===== src/rtl/axi_lite_mem_slave_if.sv =====
// AXI4-Lite bus bundle for axi_lite_mem_slave: AW, W, B, AR and R channels.
// The master modport is the interconnect side, the slave modport is the
// memory-bridge side.
interface axi_lite_mem_slave_if #(
  parameter int DWIDTH  = 32,
  parameter int MEMSIZE = 10
);
  localparam int ALSB = $clog2(DWIDTH / 8);
  localparam int AW   = MEMSIZE + ALSB;

  logic [AW-1:0]     s_awaddr;
  logic              s_awvalid;
  logic              s_awready;
  logic [DWIDTH-1:0] s_wdata;
  logic              s_wvalid;
  logic              s_wready;
  logic [1:0]        s_bresp;
  logic              s_bvalid;
  logic              s_bready;
  logic [AW-1:0]     s_araddr;
  logic              s_arvalid;
  logic              s_arready;
  logic [DWIDTH-1:0] s_rdata;
  logic [1:0]        s_rresp;
  logic              s_rvalid;
  logic              s_rready;

  modport master (
    output s_awaddr, s_awvalid, s_wdata, s_wvalid, s_bready,
    output s_araddr, s_arvalid, s_rready,
    input  s_awready, s_wready, s_bresp, s_bvalid,
    input  s_arready, s_rdata, s_rresp, s_rvalid
  );

  modport slave (
    input  s_awaddr, s_awvalid, s_wdata, s_wvalid, s_bready,
    input  s_araddr, s_arvalid, s_rready,
    output s_awready, s_wready, s_bresp, s_bvalid,
    output s_arready, s_rdata, s_rresp, s_rvalid
  );
endinterface


===== src/rtl/axi_lite_mem_slave.sv =====
// AXI4-Lite slave bridging host accesses onto a single-port synchronous
// memory. One transaction is in flight at a time; when a write and a read
// are both pending in IDLE the grant alternates between them.
module axi_lite_mem_slave #(
  parameter int DWIDTH  = 32,
  parameter int MEMSIZE = 10
) (
  input  logic                 clk,
  input  logic                 xrst,
  axi_lite_mem_slave_if.slave  s_axi,
  output logic                 mem_we,
  output logic [MEMSIZE-1:0]   mem_addr,
  output logic [DWIDTH-1:0]    mem_wdata,
  input  logic [DWIDTH-1:0]    mem_rdata
);
  localparam int ALSB = $clog2(DWIDTH / 8);
  localparam int AW   = MEMSIZE + ALSB;

  typedef enum logic [2:0] {
    IDLE  = 3'd0,
    WRITE = 3'd1,
    WRESP = 3'd2,
    READ  = 3'd3,
    RWAIT = 3'd4,
    RRESP = 3'd5
  } state_t;

  state_t            state_q;
  state_t            state_d;
  logic              last_wr_q;
  logic [DWIDTH-1:0] rdata_q;
  logic              wr_pend;
  logic              rd_pend;
  logic              grant_wr;
  logic              grant_rd;
  logic              awready_c;
  logic              arready_c;
  logic              bvalid_c;
  logic              rvalid_c;
  logic              unused_addr_lsb;

  // Byte-offset bits never reach the memory: unaligned accesses map down to the word.
  assign unused_addr_lsb = ^{s_axi.s_awaddr[ALSB-1:0], s_axi.s_araddr[ALSB-1:0]};

  // Arbitration: a write needs both AW and W; on a tie the side not served last wins.
  always_comb begin
    wr_pend  = s_axi.s_awvalid & s_axi.s_wvalid;
    rd_pend  = s_axi.s_arvalid;
    grant_wr = wr_pend & (~rd_pend | ~last_wr_q);
    grant_rd = rd_pend & (~wr_pend | last_wr_q);
  end

  // Next-state and handshake outputs, decoded from the current state only.
  always_comb begin
    state_d   = state_q;
    awready_c = 1'b0;
    arready_c = 1'b0;
    bvalid_c  = 1'b0;
    rvalid_c  = 1'b0;
    case (state_q)
      IDLE: begin
        if (grant_wr) begin
          state_d = WRITE;
        end else if (grant_rd) begin
          state_d = READ;
        end
      end
      WRITE: begin
        awready_c = 1'b1;
        state_d   = WRESP;
      end
      WRESP: begin
        bvalid_c = 1'b1;
        if (s_axi.s_bready) begin
          state_d = IDLE;
        end
      end
      READ: begin
        arready_c = 1'b1;
        state_d   = RWAIT;
      end
      RWAIT: begin
        state_d = RRESP;
      end
      RRESP: begin
        rvalid_c = 1'b1;
        if (s_axi.s_rready) begin
          state_d = IDLE;
        end
      end
      default: begin
        state_d = IDLE;
      end
    endcase
  end

  // State register and the alternating-priority flag, updated on each grant.
  always_ff @(posedge clk) begin
    if (!xrst) begin
      state_q   <= IDLE;
      last_wr_q <= 1'b0;
    end else begin
      state_q <= state_d;
      if (state_q == IDLE) begin
        if (grant_wr) begin
          last_wr_q <= 1'b1;
        end else if (grant_rd) begin
          last_wr_q <= 1'b0;
        end
      end
    end
  end

  // Memory command registers: loaded on a grant, mem_we high only while in WRITE.
  always_ff @(posedge clk) begin
    if (!xrst) begin
      mem_we    <= 1'b0;
      mem_addr  <= '0;
      mem_wdata <= '0;
    end else begin
      mem_we <= (state_q == IDLE) && grant_wr;
      if ((state_q == IDLE) && grant_wr) begin
        mem_addr  <= s_axi.s_awaddr[AW-1:ALSB];
        mem_wdata <= s_axi.s_wdata;
      end else if ((state_q == IDLE) && grant_rd) begin
        mem_addr <= s_axi.s_araddr[AW-1:ALSB];
      end
    end
  end

  // Read data capture: memory output is valid during RWAIT and held through RRESP.
  always_ff @(posedge clk) begin
    if (!xrst) begin
      rdata_q <= '0;
    end else if (state_q == RWAIT) begin
      rdata_q <= mem_rdata;
    end
  end

  assign s_axi.s_awready = awready_c;
  assign s_axi.s_wready  = awready_c;
  assign s_axi.s_arready = arready_c;
  assign s_axi.s_bvalid  = bvalid_c;
  assign s_axi.s_rvalid  = rvalid_c;
  assign s_axi.s_bresp   = 2'b00;
  assign s_axi.s_rresp   = 2'b00;
  assign s_axi.s_rdata   = rdata_q;
endmodule


===== src/flat_wrapper.sv =====
// flat-port wrapper written by rule: the top's interface ports become plain ports
module axi_lite_mem_slave_flat 
#(
  parameter int DWIDTH  = 32,
  parameter int MEMSIZE = 10
)
  (clk, xrst, mem_we, mem_addr, mem_wdata, mem_rdata, s_axi_s_awaddr, s_axi_s_awvalid, s_axi_s_wdata, s_axi_s_wvalid, s_axi_s_bready, s_axi_s_araddr, s_axi_s_arvalid, s_axi_s_rready, s_axi_s_awready, s_axi_s_wready, s_axi_s_bresp, s_axi_s_bvalid, s_axi_s_arready, s_axi_s_rdata, s_axi_s_rresp, s_axi_s_rvalid);
  axi_lite_mem_slave_if #(.DWIDTH(DWIDTH), .MEMSIZE(MEMSIZE)) s_axi_i ();
  input  logic clk;
  input  logic xrst;
  output logic mem_we;
  output logic [MEMSIZE-1:0] mem_addr;
  output logic [DWIDTH-1:0] mem_wdata;
  input  logic [DWIDTH-1:0] mem_rdata;
  input wire logic [$bits(s_axi_i.s_awaddr)-1:0] s_axi_s_awaddr;
  input wire logic [$bits(s_axi_i.s_awvalid)-1:0] s_axi_s_awvalid;
  input wire logic [$bits(s_axi_i.s_wdata)-1:0] s_axi_s_wdata;
  input wire logic [$bits(s_axi_i.s_wvalid)-1:0] s_axi_s_wvalid;
  input wire logic [$bits(s_axi_i.s_bready)-1:0] s_axi_s_bready;
  input wire logic [$bits(s_axi_i.s_araddr)-1:0] s_axi_s_araddr;
  input wire logic [$bits(s_axi_i.s_arvalid)-1:0] s_axi_s_arvalid;
  input wire logic [$bits(s_axi_i.s_rready)-1:0] s_axi_s_rready;
  output wire logic [$bits(s_axi_i.s_awready)-1:0] s_axi_s_awready;
  output wire logic [$bits(s_axi_i.s_wready)-1:0] s_axi_s_wready;
  output wire logic [$bits(s_axi_i.s_bresp)-1:0] s_axi_s_bresp;
  output wire logic [$bits(s_axi_i.s_bvalid)-1:0] s_axi_s_bvalid;
  output wire logic [$bits(s_axi_i.s_arready)-1:0] s_axi_s_arready;
  output wire logic [$bits(s_axi_i.s_rdata)-1:0] s_axi_s_rdata;
  output wire logic [$bits(s_axi_i.s_rresp)-1:0] s_axi_s_rresp;
  output wire logic [$bits(s_axi_i.s_rvalid)-1:0] s_axi_s_rvalid;
  assign s_axi_i.s_awaddr = s_axi_s_awaddr;
  assign s_axi_i.s_awvalid = s_axi_s_awvalid;
  assign s_axi_i.s_wdata = s_axi_s_wdata;
  assign s_axi_i.s_wvalid = s_axi_s_wvalid;
  assign s_axi_i.s_bready = s_axi_s_bready;
  assign s_axi_i.s_araddr = s_axi_s_araddr;
  assign s_axi_i.s_arvalid = s_axi_s_arvalid;
  assign s_axi_i.s_rready = s_axi_s_rready;
  assign s_axi_s_awready = s_axi_i.s_awready;
  assign s_axi_s_wready = s_axi_i.s_wready;
  assign s_axi_s_bresp = s_axi_i.s_bresp;
  assign s_axi_s_bvalid = s_axi_i.s_bvalid;
  assign s_axi_s_arready = s_axi_i.s_arready;
  assign s_axi_s_rdata = s_axi_i.s_rdata;
  assign s_axi_s_rresp = s_axi_i.s_rresp;
  assign s_axi_s_rvalid = s_axi_i.s_rvalid;
  axi_lite_mem_slave #(.DWIDTH(DWIDTH), .MEMSIZE(MEMSIZE)) u_core (.clk(clk), .xrst(xrst), .s_axi(s_axi_i), .mem_we(mem_we), .mem_addr(mem_addr), .mem_wdata(mem_wdata), .mem_rdata(mem_rdata));
endmodule

===== config.mk =====
export PLATFORM = sky130hd
export DESIGN_NAME = axi_lite_mem_slave_flat
export DESIGN_NICKNAME = d
export VERILOG_FILES = /design/src/rtl/axi_lite_mem_slave_if.sv /design/src/rtl/axi_lite_mem_slave.sv /design/src/flat_wrapper.sv
export SDC_FILE = /design/constraint.sdc
export NUM_CORES = 1
export LEC_CHECK = 0
export CAP_MARGIN = 20
export CORE_ASPECT_RATIO = 1.4
export CORE_MARGIN = 2
export CORE_UTILIZATION = 41
export CTS_BUF_LIST = sky130_fd_sc_hd__clkbuf_2
export DETAILED_ROUTE_END_ITERATION = 16
export PLACE_DENSITY = 0.83
export REMOVE_ABC_BUFFERS = 1
export SYNTH_ARGS = -nofsm -noshare
export SYNTH_HDL_FRONTEND = slang
export SYNTH_SLANG_ARGS = --single-unit

===== constraint.sdc =====
create_clock -name clk -period 1.74 [get_ports clk]
set_input_delay 0.174 -clock clk [delete_from_list [all_inputs] [get_ports clk]]
set_output_delay 0.174 -clock clk [all_outputs]
set_load 0.02 [all_outputs]

Word level (Yosys, flattened, before mapping)
Cells that the tools add are included.
Cells by class
  equal/unequal tests: 8
  multiplexer cells: 13
  bitwise logic cells: 8
  reductions and logical operators: 7
Operators with widths (number)
  $mux 10: 2
  $pmux 3 s6: 1
  $mux 3: 4
  $eq 3x2->1 const B: 2
  $eq 3x3->1 const B: 2
  $mux 1: 6
  $ne 2x2->1 const B: 2
  $reduce_bool 2->1: 2
  $and 1x1->1: 3
  $eq 3x1->1 const B: 1
  $logic_not 3->1: 1
  $ne 3x1->1 const B: 1
  $not 1->1: 3
  $reduce_and 3->1: 1
  $logic_and 1x1->1: 2
  $or 1x1->1: 2
  $reduce_and 2->1: 1
Storage, ports and cells
  register bits: 79
  bits of input ports: 95
  output and inout bits: 84
  word-level logic and storage cells: 42

Longest topological paths before layout
  depth after elaboration: 7
  depth in mapped cells: 6
  gate-level depth less buffers: 3

Least setup slack after synthesis
OpenSTA, ideal clock, no wires.
  path type: register to register
  start point: reg u_core.state_q[1]
  end point: reg u_core.mem_wdata[11]
  setup time: 0.132 ns
  arrival: 1.310 ns
  data required time: 1.608 ns
  setup slack: 0.298 ns
  stages on the path, launching flop included: 7
  buffers on the path: 3
  cell sequence: dfxtp_1 buf_4 or3_1 buf_6 buf_6 o31ai_2 a21oi_1
Between the ends
  longest elaborated chain between the ends: 2
Ends and longest elaborated chain
  from (decl): line axi_lite_mem_slave.sv:28  | state_t state_q;
  from (signal assigned): line axi_lite_mem_slave.sv:103  | state_q <= state_d;
  $logic_not 3->1: line axi_lite_mem_slave.sv:122  | if ((state_q == IDLE) && grant_wr) begin
  $logic_and 1x1->1: line axi_lite_mem_slave.sv:122
  to (signal assigned): line axi_lite_mem_slave.sv:124  | mem_wdata <= s_axi.s_wdata;
  to (decl): line axi_lite_mem_slave.sv:13  | output logic [DWIDTH-1:0] mem_wdata,
No other way between the ends.
A chain may end at the register's enable or synchronous reset.

Worst setup path after layout
  start point: reg u_core.state_q[2]
  end point: reg u_core.rdata_q[15] (netlist: u_core.s_axi.s_rdata[15])
Between the ends
  longest elaborated chain between the ends: 1
Ends and longest elaborated chain
  $eq 3x3->1: line axi_lite_mem_slave.sv:135  | end else if (state_q == RWAIT) begin
  to (signal assigned): line axi_lite_mem_slave.sv:136  | rdata_q <= mem_rdata;
  to (decl): line axi_lite_mem_slave.sv:31  | logic [DWIDTH-1:0] rdata_q;
No other way between the ends.

==> parameters.txt <==
Parameter                              Value

Worst setup path
  Family with the most delay on the worst path    simple AND/OR/NAND/NOR gates
  Type of element capturing the critical path    register
  Endpoint arrival time on the critical path    2.07 ns
  R2R depth    4
  Flop-to-flop setup slack    0.07 ns
  CP cell instances    buf_4 > or3b_2 > nand2_1 > a21oi_1
  CP Data Required Time    2.15 ns
  Launching element type of the critical path    register
  Max stage delay cell, worst path    sky130_fd_sc_hd__or3b_2
  Worst R2R Start    u_core.state_q[2]$_SDFFE_PN0P_
  Crit Path Max Fanout    32
  End of the critical path    u_core.s_axi.s_rdata[15]$_SDFFE_PN0P_
  Largest stage delay on the critical path    approximately 0.74 ns
  Depth of the critical timing path with buffers and inverters included    4
  First element of the critical path    u_core.state_q[2]$_SDFFE_PN0P_
  Endpoint of the lowest-slack register-to-register path    u_core.s_axi.s_rdata[15]$_SDFFE_PN0P_
  Critical path class    reg2reg
  Number of buffer and inverter stages on the critical path    1

Timing
  Number of hold-slack violations in the final timing report    0
  Setup clock skew after layout    0.01806 ns
  Min Clock Period, post-route    around 1.7 ns
  Max-slew headroom at the worst pin    about 58%
  Transition time of the tightest slew-check pin    roughly 0.64 ns
  Final critical-path share of the clock period    a little over nine tenths
  Count of final setup violators    0
  Final setup margin    0.07370 ns
  Unrepaired setup endpoints after global routing    yes
  Max Clk Rate    600.1 MHz
  Fin. max-slew vios    0
  Setup Total Neg Slack    0 ns

Clock network
  Clock latency at the later pin of the worst-skew pair    around 0.52 ns
  Maximum root-to-sink buffer count    2
  Number of H-tree levels    3
  Clock sinks    79
  Clock tree from TritonCTS    built
  Total clock buffers created by CTS    9
  Clock transition at the registers of the reported paths    around 0.2 ns
  Clock root buffer master    sky130_fd_sc_hd__clkbuf_2
  Setup Fix Bufs, Post-CTS    0
  Total of hold buffers inserted after clock tree synthesis    0

Placed design
  Dpl ws    0.08308 ns
  Placed cell count    634
  RD Place Congestion    approximately 0.77
  DP Wirelength    roughly 7100 µm
  Count of input and output buffers    170

GRT
  Largest net degree at the start of global routing    44
  Antenna violations before repair    0
  First-pass GRT wire length    approximately 16,000 µm
  GRT Total Usage    roughly 22%
  Vias in the first global route    around 3,400
  Total gr overflow    0

Pwr
  Power per Cell Area    around 750 nW/µm²
  Pleak    between 2 and 3 nW
  Total chip power    around 4.1 mW
  Largest voltage drop on the vdd net    approximately 0.54 mV

Cells and area
  Final standard cell count with taps included and fillers excluded    650
  Synth-to-layout area growth    56.08%
  Final net count    about 640
  Diodes inserted    0
  Layout cell share with drive strength beyond 1    between 10% and 20%
  Final design utilization    between 60% and 70%

Floorplan
  Die outline height    roughly 110 µm
  Area inside the core boundary    just over 8000 µm²
  Horizontal die dimension    between 80 and 90 µm
  Starting density of the core    42.19%
  Number of primary I/O pins    about 180
  Area of the die    approximately 9000 µm²
  Placement Rows    39

Route
  Iter 0 DRT Violations    200
  Vias per Instance    5.352
  Antenna Violating Nets Remaining    0
  DR pass1 iterations    4
  Routed len/inst    15.71 µm
  Via total after detailed routing    between 3,000 and 4,000
  Total Wirelength    a little over 10,000 µm
  DR DRC count    0

Worst hold path
  Number of cells on the worst hold path    3
  Worst min path class    in2reg

Logic synthesis
  Total of flip-flops plus latches after synthesis    a little under 80
  Area of the mapped netlist    3458 µm²
  Cell taking the most area after synthesis    sky130_fd_sc_hd__dfxtp_1
  Top post-synthesis cells by area    sky130_fd_sc_hd__dfxtp_1 46%, sky130_fd_sc_hd__a21oi_1 11%, sky130_fd_sc_hd__o31ai_2 9.8%
  Seq/Total Area, Yosys    a little under half
  Synth warnings    0
  Synthesized instance count    392
  Area fraction of the dominant cell type after synthesis    45.73%
  Cell variety after synth    32
  Synthesized area per cell    8.822 µm²

Status
  Run status    completed

Flow run
  Max_cap viols    0
[area by class of cell]
| type | instances | area, µm² |
|---|---|---|
| inverters | 1 | 3.754 |
| clock buffers | 11 | 55.05 |
| fillers | 706 | 2800 |
| repair buffers | 187 | 1958 |
| flip-flops and latches | 79 | 1583 |
| clock inverters | 5 | 25.02 |
| well taps | 102 | 127.6 |
| multi-input cells | 265 | 1645 |
[power breakdown]
| group | internal [mW] | leakage, nW | switching (mW) | total (mW) |
|---|---|---|---|---|
| clock network | 0.186 | 0.0568 | 0.596 | 0.782 |
| logic | 0.577 | 1.87 | 0.706 | 1.28 |
| registers | 1.93 | 0.642 | 0.0743 | 2.00 |
[registers in the layout, indices dropped and copies added, names as in the netlist]
register and count:
u_core.s_axi.s_rdata 32, u_core.mem_addr 10, u_core.state_q 3, u_core.mem_wdata 32
u_core.last_wr_q 1, u_core.mem_we 1
[logic make-up after synthesis]
| group | Yosys count | share of synthesized area [%] |
|---|---|---|
| flops | 79 | 45.73 |
| compound gates | 135 | 28.00 |
| buf+inv | 51 | 7.814 |
| simple gates | 126 | 18.34 |
| other cells | 1 | 0.1084 |
[stage by stage]
| step | hold WS [ns] | area [µm²] |
|---|---|---|
| CTS | 0.1320 | 5290 |
| global placement | 0.4412 | 5259 |
| finish | 0.1793 | 5398 |
| global route | 0.1244 | 5398 |
| floorplan | 0.2917 | 3203 |
| detailed placement | 0.4482 | 5259 |
[how the worst min path moves through the flow]
| stage | end | startpoint | slack (ns) |
|---|---|---|---|
| after detailed placement | u_core.s_axi.s_rdata[7]$_SDFFE_PN0P_ | u_core.s_axi.s_rdata[7]$_SDFFE_PN0P_ | 0.45 |
| final | u_core.mem_wdata[27]$_SDFFE_PN0P_ | s_axi_s_wdata[27] | 0.18 |
| after global placement | u_core.s_axi.s_rdata[6]$_SDFFE_PN0P_ | u_core.s_axi.s_rdata[6]$_SDFFE_PN0P_ | 0.44 |
| after floorplan | u_core.state_q[0]$_SDFFE_PN0P_ | xrst | 0.29 |
| after global routing | u_core.mem_wdata[22]$_SDFFE_PN0P_ | s_axi_s_wdata[22] | 0.12 |
| after CTS | u_core.mem_wdata[10]$_SDFFE_PN0P_ | s_axi_s_wdata[10] | 0.13 |
[synth_stat cells]
master / n
sky130_fd_sc_hd__nor2_4: 1
sky130_fd_sc_hd__a311oi_1: 10
sky130_fd_sc_hd__and3b_1: 2
sky130_fd_sc_hd__o21a_1: 1
sky130_fd_sc_hd__nor4bb_1: 1
sky130_fd_sc_hd__a211oi_1: 2
sky130_fd_sc_hd__dfxtp_1: 79
sky130_fd_sc_hd__o31ai_1: 4
sky130_fd_sc_hd__conb_1: 1
sky130_fd_sc_hd__nor3_1: 1
sky130_fd_sc_hd__o21ai_0: 12
sky130_fd_sc_hd__nand2b_1: 1
sky130_fd_sc_hd__nor2_1: 3
sky130_fd_sc_hd__nor3b_2: 1
sky130_fd_sc_hd__nand4_1: 32
sky130_fd_sc_hd__o31ai_2: 27
sky130_fd_sc_hd__clkbuf_1: 22
sky130_fd_sc_hd__nor3b_1: 1
sky130_fd_sc_hd__or3_1: 1
sky130_fd_sc_hd__nand3_1: 11
sky130_fd_sc_hd__a21o_1: 1
sky130_fd_sc_hd__a21oi_1: 76
sky130_fd_sc_hd__o31ai_4: 2
sky130_fd_sc_hd__buf_6: 5
sky130_fd_sc_hd__buf_1: 2
sky130_fd_sc_hd__nand2_1: 66
sky130_fd_sc_hd__buf_2: 15
sky130_fd_sc_hd__and2_1: 3
sky130_fd_sc_hd__or3b_2: 1
sky130_fd_sc_hd__nor3_4: 1
sky130_fd_sc_hd__buf_4: 6
sky130_fd_sc_hd__inv_2: 1
[per-layer routing]
metal | vias up | part of all wire [%] | global-route usage (%)
met4 | 0 | 1.6 | 7.222
li1 | 1711 | - | -
met1 | 1603 | 39 | 23.84
met5 | - | 0 | 0
met3 | 16 | 9.0 | 7.797
met2 | 149 | 51 | 38.74
[cells in the final DEF (no fill, tap or decap), types with 2 or more instances in the layout]
cell type                         synthesis  layout
sky130_fd_sc_hd__a211oi_1                 2       2
sky130_fd_sc_hd__a21oi_1                 76      76
sky130_fd_sc_hd__a311oi_1                10      10
sky130_fd_sc_hd__and2_1                   3       2
sky130_fd_sc_hd__and3b_1                  2       2
sky130_fd_sc_hd__buf_12                   0       7
sky130_fd_sc_hd__buf_2                   15       2
sky130_fd_sc_hd__buf_4                    6      12
sky130_fd_sc_hd__clkbuf_2                 0      12
sky130_fd_sc_hd__clkdlybuf4s50_1          0      97
sky130_fd_sc_hd__clkinv_1                 0       2
sky130_fd_sc_hd__clkinv_2                 0       2
sky130_fd_sc_hd__conb_1                   1       4
sky130_fd_sc_hd__dfxtp_1                 79      78
sky130_fd_sc_hd__dlygate4sd2_1            0      29
sky130_fd_sc_hd__dlymetal6s2s_1           0      39
sky130_fd_sc_hd__nand2_1                 66      65
sky130_fd_sc_hd__nand3_1                 11      11
sky130_fd_sc_hd__nand4_1                 32      32
sky130_fd_sc_hd__nor2_1                   3       2
sky130_fd_sc_hd__nor2_4                   1       2
sky130_fd_sc_hd__o21ai_0                 12      12
sky130_fd_sc_hd__o31ai_1                  4       4
sky130_fd_sc_hd__o31ai_2                 27      27
sky130_fd_sc_hd__o31ai_4                  2       2
[worst reg2reg max path: cells and delay by family, from the launching register on]
family	cells	cell delay (ns)
compound gates	1	0.08
buf+inv	1	0.18
flops	1	0.38
simple gates	2	0.94
[what timing repair did]
action                     4_1_cts  5_1_grt
cloned                           0        0
resized for setup               50       45
setup endpoints to repair       34       43
No activity file was read; power rests on OpenSTA's default activity.
